**src/rtl/pipe_pkg.sv**
```systemverilog
// -----------------------------------------------------------------------------
// pipe_pkg
// Shared constants and elaboration helpers for the pipe drain buffer slice.
//   DEFAULT_BIT_WIDTH : default data word width
//   clog2()           : constant ceil(log2) used to size pointers and counters
//   is_pow2()         : true when a depth is a power of two and at least 2
// -----------------------------------------------------------------------------
package pipe_pkg;

  localparam int DEFAULT_BIT_WIDTH = 10;

  // Smallest r with 2**r >= value; 0 for value <= 1.
  function automatic int clog2(input int value);
    int result;
    int span;
    result = 32'sd0;
    span   = 32'sd1;
    while (span < value) begin
      span   = span * 32'sd2;
      result = result + 32'sd1;
    end
    return result;
  endfunction

  // Buffer pointers wrap naturally only when the depth is a power of two.
  function automatic bit is_pow2(input int value);
    return (value >= 32'sd2) && ((value & (value - 32'sd1)) == 32'sd0);
  endfunction

endpackage

```
**src/rtl/pipe_drain_buffer_if.sv**
```systemverilog
// -----------------------------------------------------------------------------
// pipe_drain_buffer_if
// Bundles the upstream credit handshake, the pipeline arrival port and the
// downstream valid/ready port of the drain buffer.
//   in_valid / in_ready     : launch request and credit grant
//   pipe_valid / pipe_data  : word emerging from the fixed-latency pipeline
//   out_valid / out_data / out_ready : show-ahead downstream handshake
//   level / overflow        : occupancy and sticky loss flag
// Modports: slave = the buffer, master = the surrounding logic.
// -----------------------------------------------------------------------------
interface pipe_drain_buffer_if
  import pipe_pkg::*;
#(
  parameter int BIT_WIDTH = DEFAULT_BIT_WIDTH,
  parameter int DEPTH     = 8
);

  localparam int LW = clog2(DEPTH) + 32'sd1;

  logic                 in_valid;
  logic                 in_ready;
  logic                 pipe_valid;
  logic [BIT_WIDTH-1:0] pipe_data;
  logic                 out_valid;
  logic [BIT_WIDTH-1:0] out_data;
  logic                 out_ready;
  logic [LW-1:0]        level;
  logic                 overflow;

  modport slave (
    input  in_valid,
    output in_ready,
    input  pipe_valid,
    input  pipe_data,
    output out_valid,
    output out_data,
    input  out_ready,
    output level,
    output overflow
  );

  modport master (
    output in_valid,
    input  in_ready,
    output pipe_valid,
    output pipe_data,
    input  out_valid,
    input  out_data,
    output out_ready,
    input  level,
    input  overflow
  );

endinterface

```
**src/rtl/pipe_drain_ram.sv**
```systemverilog
// -----------------------------------------------------------------------------
// pipe_drain_ram
// DEPTH x BIT_WIDTH register array with one synchronous write port and one
// asynchronous read port.
//   clk, reset_n       : clock and async active-low reset (array clears to 0)
//   wr_en/wr_addr/wr_data : write port
//   rd_addr/rd_data    : combinational read port
// -----------------------------------------------------------------------------
module pipe_drain_ram
  import pipe_pkg::*;
#(
  parameter int BIT_WIDTH = DEFAULT_BIT_WIDTH,
  parameter int DEPTH     = 8
) (
  input  logic                     clk,
  input  logic                     reset_n,
  input  logic                     wr_en,
  input  logic [clog2(DEPTH)-1:0]  wr_addr,
  input  logic [BIT_WIDTH-1:0]     wr_data,
  input  logic [clog2(DEPTH)-1:0]  rd_addr,
  output logic [BIT_WIDTH-1:0]     rd_data
);

  logic [BIT_WIDTH-1:0] mem_r [DEPTH];

  // Storage array: cleared on reset, written one entry per cycle.
  always_ff @(posedge clk or negedge reset_n) begin
    if (!reset_n) begin
      for (int i = 0; i < DEPTH; i++) begin
        mem_r[i] <= {BIT_WIDTH{1'b0}};
      end
    end else if (wr_en) begin
      mem_r[wr_addr] <= wr_data;
    end
  end

  assign rd_data = mem_r[rd_addr];

endmodule

```
**src/rtl/pipe_drain_buffer.sv**
```systemverilog
// -----------------------------------------------------------------------------
// pipe_drain_buffer
// Receive-end companion for a fixed-latency, non-stallable pipeline. Credits
// gate launches upstream; every word emerging from the pipeline is caught in a
// circular buffer and presented downstream on a show-ahead valid/ready port.
//   clk     : rising-edge clock
//   reset_n : asynchronous active-low reset (shared with the upstream pipeline)
//   bus     : pipe_drain_buffer_if.slave (launch, arrival, output, status)
// All outputs are registered; in_ready has no path from in_valid.
// -----------------------------------------------------------------------------
module pipe_drain_buffer
  import pipe_pkg::*;
#(
  parameter int BIT_WIDTH = DEFAULT_BIT_WIDTH,
  parameter int LATENCY   = 5,
  parameter int DEPTH     = 8
) (
  input logic               clk,
  input logic               reset_n,
  pipe_drain_buffer_if.slave bus
);

  localparam int AW = clog2(DEPTH);
  localparam int LW = clog2(DEPTH) + 32'sd1;

  localparam logic [LW-1:0] ZERO_LV  = {LW{1'b0}};
  localparam logic [LW-1:0] ONE_LV   = LW'(1'b1);
  localparam logic [LW-1:0] DEPTH_LV = LW'(DEPTH);
  localparam logic [AW-1:0] ONE_AV   = AW'(1'b1);

  // The buffer is latency-agnostic: credits alone bound what can be in flight.
  logic unused_latency_s;
  assign unused_latency_s = (LATENCY >= 32'sd0);

  logic [LW-1:0]        credit_r, credit_nxt_s;
  logic [LW-1:0]        level_r, level_nxt_s, level_after_pop_s;
  logic [AW-1:0]        wr_ptr_r, wr_ptr_nxt_s;
  logic [AW-1:0]        rd_ptr_r, rd_ptr_nxt_s;
  logic                 in_ready_r, out_valid_r, overflow_r;
  logic [BIT_WIDTH-1:0] out_data_r, head_nxt_s, ram_rd_data_s;
  logic                 launch_s, pop_s, full_s, wr_en_s, drop_s;

  // Next-state decode for credits, pointers, level and the next head word.
  always_comb begin
    launch_s          = bus.in_valid & in_ready_r;
    pop_s             = out_valid_r & bus.out_ready;
    full_s            = (level_r == DEPTH_LV);
    // A pop in the same cycle frees the slot the arriving word needs.
    wr_en_s           = bus.pipe_valid & (~full_s | pop_s);
    drop_s            = bus.pipe_valid & full_s & ~pop_s;
    credit_nxt_s      = credit_r;
    level_nxt_s       = level_r;
    level_after_pop_s = level_r;
    wr_ptr_nxt_s      = wr_ptr_r;
    rd_ptr_nxt_s      = rd_ptr_r;
    head_nxt_s        = out_data_r;

    case ({launch_s, pop_s})
      2'b10:   credit_nxt_s = credit_r - ONE_LV;
      2'b01:   credit_nxt_s = credit_r + ONE_LV;
      default: credit_nxt_s = credit_r;
    endcase

    case ({wr_en_s, pop_s})
      2'b10:   level_nxt_s = level_r + ONE_LV;
      2'b01:   level_nxt_s = level_r - ONE_LV;
      default: level_nxt_s = level_r;
    endcase

    if (wr_en_s) begin
      wr_ptr_nxt_s = wr_ptr_r + ONE_AV;
    end else begin
      wr_ptr_nxt_s = wr_ptr_r;
    end

    if (pop_s) begin
      rd_ptr_nxt_s      = rd_ptr_r + ONE_AV;
      level_after_pop_s = level_r - ONE_LV;
    end else begin
      rd_ptr_nxt_s      = rd_ptr_r;
      level_after_pop_s = level_r;
    end

    // out_data is a register, so the next head is chosen here: hold when the
    // buffer will be empty, take the arriving word when it becomes the only
    // entry, otherwise read the stored entry at the advanced read pointer.
    if (level_nxt_s == ZERO_LV) begin
      head_nxt_s = out_data_r;
    end else if (level_after_pop_s == ZERO_LV) begin
      head_nxt_s = bus.pipe_data;
    end else begin
      head_nxt_s = ram_rd_data_s;
    end
  end

  // State and registered outputs.
  always_ff @(posedge clk or negedge reset_n) begin
    if (!reset_n) begin
      credit_r    <= DEPTH_LV;
      level_r     <= ZERO_LV;
      wr_ptr_r    <= {AW{1'b0}};
      rd_ptr_r    <= {AW{1'b0}};
      in_ready_r  <= 1'b1;
      out_valid_r <= 1'b0;
      overflow_r  <= 1'b0;
      out_data_r  <= {BIT_WIDTH{1'b0}};
    end else begin
      credit_r    <= credit_nxt_s;
      level_r     <= level_nxt_s;
      wr_ptr_r    <= wr_ptr_nxt_s;
      rd_ptr_r    <= rd_ptr_nxt_s;
      in_ready_r  <= (credit_nxt_s != ZERO_LV);
      out_valid_r <= (level_nxt_s != ZERO_LV);
      overflow_r  <= overflow_r | drop_s;
      out_data_r  <= head_nxt_s;
    end
  end

  pipe_drain_ram #(
    .BIT_WIDTH (BIT_WIDTH),
    .DEPTH     (DEPTH)
  ) u_ram (
    .clk     (clk),
    .reset_n (reset_n),
    .wr_en   (wr_en_s),
    .wr_addr (wr_ptr_r),
    .wr_data (bus.pipe_data),
    .rd_addr (rd_ptr_nxt_s),
    .rd_data (ram_rd_data_s)
  );

  assign bus.in_ready  = in_ready_r;
  assign bus.out_valid = out_valid_r;
  assign bus.out_data  = out_data_r;
  assign bus.level     = level_r;
  assign bus.overflow  = overflow_r;

endmodule

```
**src/flat_wrapper.sv**
```systemverilog
// flat-port wrapper written by rule: the top's interface ports become plain ports
module pipe_drain_buffer_flat import pipe_pkg::*;
#(
  parameter int BIT_WIDTH = DEFAULT_BIT_WIDTH,
  parameter int LATENCY   = 5,
  parameter int DEPTH     = 8
)
  (clk, reset_n, bus_in_valid, bus_in_ready, bus_pipe_valid, bus_pipe_data, bus_out_valid, bus_out_data, bus_out_ready, bus_level, bus_overflow);
  pipe_drain_buffer_if #(.BIT_WIDTH(BIT_WIDTH), .DEPTH(DEPTH)) bus_i ();
  input logic clk;
  input logic reset_n;
  input wire logic [$bits(bus_i.in_valid)-1:0] bus_in_valid;
  output wire logic [$bits(bus_i.in_ready)-1:0] bus_in_ready;
  input wire logic [$bits(bus_i.pipe_valid)-1:0] bus_pipe_valid;
  input wire logic [$bits(bus_i.pipe_data)-1:0] bus_pipe_data;
  output wire logic [$bits(bus_i.out_valid)-1:0] bus_out_valid;
  output wire logic [$bits(bus_i.out_data)-1:0] bus_out_data;
  input wire logic [$bits(bus_i.out_ready)-1:0] bus_out_ready;
  output wire logic [$bits(bus_i.level)-1:0] bus_level;
  output wire logic [$bits(bus_i.overflow)-1:0] bus_overflow;
  assign bus_i.in_valid = bus_in_valid;
  assign bus_in_ready = bus_i.in_ready;
  assign bus_i.pipe_valid = bus_pipe_valid;
  assign bus_i.pipe_data = bus_pipe_data;
  assign bus_out_valid = bus_i.out_valid;
  assign bus_out_data = bus_i.out_data;
  assign bus_i.out_ready = bus_out_ready;
  assign bus_level = bus_i.level;
  assign bus_overflow = bus_i.overflow;
  pipe_drain_buffer #(.BIT_WIDTH(BIT_WIDTH), .LATENCY(LATENCY), .DEPTH(DEPTH)) u_core (.clk(clk), .reset_n(reset_n), .bus(bus_i));
endmodule
```
**config.mk**
```make
export PLATFORM = sky130hd
export DESIGN_NAME = pipe_drain_buffer_flat
export DESIGN_NICKNAME = d
export VERILOG_FILES = /design/src/rtl/pipe_pkg.sv /design/src/rtl/pipe_drain_buffer_if.sv /design/src/rtl/pipe_drain_ram.sv /design/src/rtl/pipe_drain_buffer.sv /design/src/flat_wrapper.sv
export SDC_FILE = /design/constraint.sdc
export NUM_CORES = 1
export LEC_CHECK = 0
export BUFFER_PORTS_ARGS = -buffer_cell sky130_fd_sc_hd__buf_2
export CORE_MARGIN = 5
export CORE_UTILIZATION = 61
export DETAILED_ROUTE_END_ITERATION = 8
export PLACE_DENSITY = 0.92
export SETUP_SLACK_MARGIN = 0.3
export SLEW_MARGIN = 20
export SYNTH_ARGS = -nofsm -noshare
export SYNTH_HDL_FRONTEND = slang
export SYNTH_HIERARCHICAL = 1
export SYNTH_SLANG_ARGS = --single-unit
```
**constraint.sdc**
```tcl
create_clock -name clk -period 3.65 [get_ports clk]
set_clock_uncertainty 0.15 [all_clocks]
set_input_delay 0.73 -clock clk [delete_from_list [all_inputs] [get_ports clk]]
set_output_delay 0.73 -clock clk [all_outputs]
set_load 0.03 [all_outputs]
```
==> summary.md, run 1 <==
| Metric | Value |
|---|---|
| Gr usage total | 21.4% |
| Initial Util | 62.7% |
| Leak | ~2.6 nW |
| Final Critical Period | roughly 3.3 ns |
| Worst-skew pair later-pin latency | roughly 0.36 ns |
| Post-synthesis sequential area ratio | between 50% and 60% |
| Setup_tns | 0 ns |
| Critical path class | reg -> reg |
| Final wirelength | approximately 10,000 um |
| Crit. End Element | flop |
| Main synth FF type | dfrtp_1 |
| Post-CTS Hold Fix Bufs | 0 |
| Initial antenna violation count | 0 |
| Clk buf depth | 2 |
| Post-synth EDFFs | 0 |
| Clk root buf | clkbuf_8 |
| Fin util | ~69% |
| Vias in the first global route | 3,140 |
| Initial DRC count | 133 |
| Rel. slew slack | a little under half |
| CP Data Arrival Time | around 3.4 ns |
| Dpl ws | around 0.16 ns |
| Final WS setup | ~0.31 ns |
| Height of the chip | between 100 and 150 um |
| CP max FO | 8 |
| CP startpoint kind | flop |
| Tightest hold margin | around 0.31 ns |
| Core box area | slightly above 8000 um2 |
| # clock sinks | 107 |
| Ant diodes | 0 |
| Most common cell after layout, fill and taps aside | mux2_2 |
| Count of different cell masters after synthesis | 36 |
| CTS tree | yes |
| Synth Net Count | approximately 360 |
| Row count | 33 |
| RSZ-0062 raised after global routing | no |
| Nets | 399 |
| Async S/R FF share, synth | 100% |
| Drt wl/cell | 21.1 um |
| Max-cap violation count | 0 |
| Power per cell area | 1030 nW/um2 |
| Largest net degree at the start of global routing | 62 |
| Worst-path clk slew | around 0.090 ns |
| Die area | around 10,000 um2 |
| Grt ovf | 0 |
| Via-per-instance ratio | 6.13 |
| Peak VDD IR | around 500 uV |
| TritonCTS Buffers | 9 |
| Synthesized cell area | 5170 um2 |
| I/O pins | 32 |
| Final hold vios | 0 |
| Max Transition Viols Final | 0 |
| Fill cells | about 550 |
| Status | complete, no violations |
| Residual DRC | 0 |
| Synthesized area per cell | between 15 and 20 um2 |
| Detailed Routing Iterations Pass 1 | 5 |
| HPWL after DPL | ~6500 um |
| Worst min path class | in -> async |
| ANT nets after route | 0 |
| Final setup vio count | 0 |
| Achievable clock frequency | 0.299 GHz |
| Crit share post-route | about nine tenths |
| Worst-Margin Slew | about 0.78 ns |
| Register bit count reported by yosys | between 100 and 150 |
| H-Tree Level Count | 3 |
| Area Overhead vs Synth | 10.8% |
| Cells after synthesis | 331 |
| GP Congestion | 0.897 |
| Vias | 2,962 |
| Share of post-route cells with drive strength above 1 | slightly above 50% |
| Commonest non-fill, non-tap cells in the layout | mux2_2 (104), dfrtp_1 (103), buf_2 (30) |
| Die W | 102 um |
| Yosys warns | 6 |
| First-pass GRT wire length | roughly 17,000 um |
| CP required | approximately 3.7 ns |
| Port Buffers | 31 |
-- cell usage after synthesis (all sizes together) (2+ instances only) --
cell type	n	area [um2]
and4bb	3	37.5
ha	9	113
nand2	11	41.3
dfstp	2	52.6
xnor2	8	70.1
nand4	2	18.8
nand3	2	15.0
nor3	3	15.0
nor2	4	15.0
buf	12	86.3
o21ai	2	10.0
mux2	114	1320
inv	12	45.0
nand4b	4	35.0
dfrtp	105	2630
mux4	20	526
clkbuf	2	7.51
a21oi	5	28.8
-- path summary, 6_finish.rpt --
kind                                      from                      to  slack [ns]  cells after the start
setup / recovery           u_core/bus.level[1]  u_core/bus.out_data[2]        0.31                     12
hold / removal                         reset_n  u_core/u_ram/mem_r[42]        0.31                      1
setup reg to reg           u_core/bus.level[1]  u_core/bus.out_data[2]        0.31                     12
hold reg to reg            u_core/bus.overflow     u_core/bus.overflow        0.34                      1
max in group asynchronous              reset_n  u_core/u_ram/mem_r[29]        2.33                      2
min in group clk           u_core/bus.overflow     u_core/bus.overflow        0.34                      1
-- metal layers --
| metal | part of all wire, % | wire length, um | vias up | GRT usage, % |
|---|---|---|---|---|
| met1 | 44 | 4540 | 1565 | 29.6 |
| met5 | 0 | 0 | - | 0 |
| met4 | 0.28 | 29 | 0 | 4.04 |
| met2 | 51 | 5200 | 63 | 35.9 |
| li1 | - | - | 1330 | - |
| met3 | 4.3 | 439 | 4 | 4.44 |
-- per-stage QoR --
step	total power [mW]	instance area, um2	std cells
after floorplan	4.46	5180	331
after global placement	4.91	5470	460
after detailed placement	5.11	5470	460
after CTS	5.90	5700	480
after global routing	6.26	5730	483
final	5.89	5730	483
-- report_power, final --
group          switching [mW]  internal (mW)  leakage, nW  total, mW
registers               0.359           1.80         1.28       2.16
clock network           0.378          0.285       0.0928      0.664
logic                    1.27           1.80         1.22       3.07
total                    2.00           3.89         2.60       5.89
-- flip-flops by register name, indices dropped and copies added (netlist names) --
name                  count
u_core/u_ram/mem_r       80
u_core/credit_r           4
u_core/bus.out_valid      1
u_core/wr_ptr_r           3
u_core/rd_ptr_r           3
u_core/bus.out_data      10
u_core/bus.in_ready       1
u_core/bus.level          4
u_core/bus.overflow       1
-- timing repair --
item                                    4_1_cts  5_1_grt
endpoints found under the setup margin       10       10
gates cloned                                  0        0
hold endpoints to repair                      0        0
resized for setup                             2        1
setup buffers                                 5        3
pin swaps                                     2        2
-- critical path: stages, from the launching register on --
cell and delay, ns:
dfrtp_2 0.40, inv_1 0.06, ha_1 0.23, and2b_2 0.23
nand3_1 0.08, nand2_1 0.15, ha_4 0.35, nor2_1 0.06
mux2_4 0.28, a222oi_1 0.44, and4_4 0.36, buf_12 0.14
mux2_4 0.30
-- area by class of cell --
cell class	instances	area [um2]	area share (%)
sequential	107	2680	46.8
multi-input combinational	198	2390	41.7
timing repair buffer	46	308	5.37
clock buffer	12	155	2.71
tap	105	131	2.29
inverter	12	45.0	0.786
clock inverter	3	22.5	0.393
-- cell families (layout without fill, tap and decap cells) --
family | count (synthesis) | count (layout) | share of synthesized area, %
xor gates and xnor gates | 8 | 8 | 1.35
AOI/OAI and AO/OA | 12 | 12 | 1.62
muxes | 135 | 135 | 35.9
buffers and inverters | 26 | 73 | 2.68
DFF | 107 | 107 | 51.8
and+or+nand+nor | 33 | 33 | 4.11
adders and majority gates | 10 | 10 | 2.56
Note: power is estimated with default switching activity, not from simulation.
==> inputs of run 2 (changes only) <==
Settings changed: GPL_TIMING_DRIVEN set to 0.
==> summary.md, run 2 (synthesis gave the netlist of run 1 again) <==
| Metric | Value |
|---|---|
| Status | complete, no violations |
| Initial DRC count | 102 |
| Share of total power in the clock network | about an eighth |
| I/O pins | 32 |
| Clk buf depth | 2 |
| Final wirelength | 10,500 um |
| CTS tree | yes |
| Initial antenna violation count | 0 |
| H-Tree Level Count | 3 |
| Fin util | roughly 70% |
| Achievable clock frequency | around 0.3 GHz |
| Slowest cell delay on critical path | roughly 0.61 ns |
| HPWL after DPL | about 6400 um |
| Sw Ratio | around 34% |
| Ant diodes | 0 |
| Post-CTS Hold Fix Bufs | 0 |
| Most common cell after layout, fill and taps aside | mux2_2 |
| Reg-to-Reg Start | u_core/bus.level[0] |
| Die W | slightly above 100 um |
| Crit. End Element | flop |
| Port Buffers | 31 |
| Setup_tns | 0 ns |
| Share of post-route cells with drive strength above 1 | about half |
| Nets | 411 |
| Total power | between 6 and 7 mW |
| Max Transition Viols Final | 0 |
| Rel. slew slack | between 40% and 50% |
| Final hold vios | 0 |
| Largest Register | u_core/u_ram/mem_r |
| Peak VDD IR | 609 uV |
| Max-cap violation count | 0 |
| Area Overhead vs Synth | 12.5% |
| Drt wl/cell | 21.2 um |
| Sw Pwr | 2.08 mW |
| Sequential cell area | 2680 um2 |
| Leak | around 2.6 nW |
| Die area | approximately 10,000 um2 |
| Clk root buf | clkbuf_8 |
| Power per cell area | 1040 nW/um2 |
| Fill cells | between 500 and 600 |
| # clock sinks | around 110 |
| Row count | 33 |
| GP Congestion | between 0.8 and 0.9 |
| RSZ-0062 raised after global routing | yes |
| CP max-delay cell | buf_1 |
| Residual DRC | 0 |
| Vias in the first global route | between 3k and 4k |
| Sequential Power Share | a little over a third |
| Final non-filler cell total | about 500 |
| Gr usage total | between 20% and 30% |
| CP Data Arrival Time | 3.37 ns |
| Commonest non-fill, non-tap cells in the layout | mux2_2 (104), dfrtp_1 (103), buf_2 (37) |
| Grt ovf | 0 |
| Vias | 3,005 |
| Final setup vio count | 0 |
| Worst-Margin Slew | approximately 0.81 ns |
| First-pass GRT wire length | 17,200 um |
| Initial Util | a little over three fifths |
| Combinational power share | between 50% and 60% |
| TritonCTS Buffers | 9 |
| Crit path from | bus_out_ready |
| R2R depth | 13 |
| CP max FO | 10 |
| Final Critical Period | around 3.3 ns |
| Crit share post-route | 89.1% |
| Core box area | 8260 um2 |
| Footprint of the multi-input gates | ~2400 um2 |
| Via-per-instance ratio | roughly 6.1 |
| CP startpoint kind | input port |
| CP Cell Sequence | buf_2 -> nand2_1 -> inv_1 -> nand2_1 -> xnor2_1 -> buf_1 -> mux4_1 -> mux2_2 -> mux2_2 -> mux2_4 |
| Detailed Routing Iterations Pass 1 | 4 |
| Worst-path clk slew | about 0.10 ns |
| Int Power | 4.00 mW |
| Height of the chip | 102 um |
| Critical path class | in -> reg |
| ANT nets after route | 0 |
| Dpl cells | 468 |
| Max reg flops | 80 |
| Worst-skew pair later-pin latency | 0.37 ns |
| Tightest hold margin | 0.0451 ns |
| Worst min path class | in -> async |
| CP required | 3.77 ns |
| Largest net degree at the start of global routing | 85 |
run 2: changes by cell type in the layout (fill, tap and decap cells not counted), sizes merged:
| cell | change |
|---|---|
| clkinv | -1 |
| buf | +11 |
| bufinv | +1 |
| clkbuf | -1 |
| clkinvlp | +1 |
| inv | +2 |
run 2: per-stage QoR:
step	worst slack [ns]	cell area, um2
floorplan	0.341	5180
global placement	0.176	5460
detailed placement	0.0736	5500
CTS	0.325	5770
global route	0.279	5820
finish	0.400	5820
run 2: repair_timing:
action / CTS / global route
resized for setup: 2 / 5
setup endpoints to repair: 9 / 11
pin swaps: 2 / 3
buffers inserted: 9 / 2
gates cloned: 0 / 1
run 2: worst paths after layout:
kind | endpoint | slack [ns]
setup / recovery | u_core/bus.out_data[4] | 0.40
hold / removal | u_core/u_ram/mem_r[24] | 0.05
setup reg to reg | u_core/bus.out_data[7] | 0.42
hold reg to reg | u_core/bus.overflow | 0.34
max in group asynchronous | u_core/bus.level[1] | 2.63
min in group clk | u_core/bus.overflow | 0.34
run 2: power by group through the flow:
stage	sequential [mW]	combinational (mW)	clock (mW)
4_1_cts	2.14	3.09	0.766
5_1_grt	2.21	3.41	0.821
6_report	2.14	3.19	0.749
2_1_floorplan	2.22	2.24	0
3_3_place_gp	2.10	2.87	0
3_5_place_dp	2.16	2.97	0
run 2: metal layers:
layer | share of wire, % | track usage, % | vias up
met5 | 0 | 0 | -
met4 | 1.4 | 8.17 | 0
met3 | 3.7 | 2.80 | 10
met2 | 53 | 37.7 | 55
met1 | 42 | 29.6 | 1591
li1 | - | - | 1349
run 2: worst max-delay path, delay by kind of cell:
family,cells,cell delay (ns)
multiplexers,4,1.27
AND/OR/NAND/NOR,2,0.24
XOR/XNOR,1,0.25
buffers and inverters,3,0.89
run 2: area by class of cell:
class	instances	share of cell area [%]
sequential	107	46.1
inverter	12	0.774
tap	105	2.26
buffer	14	1.66
multi-input combinational	198	40.6
clock inverter	6	1.18
timing repair buffer	44	5.10
clock buffer	10	2.37
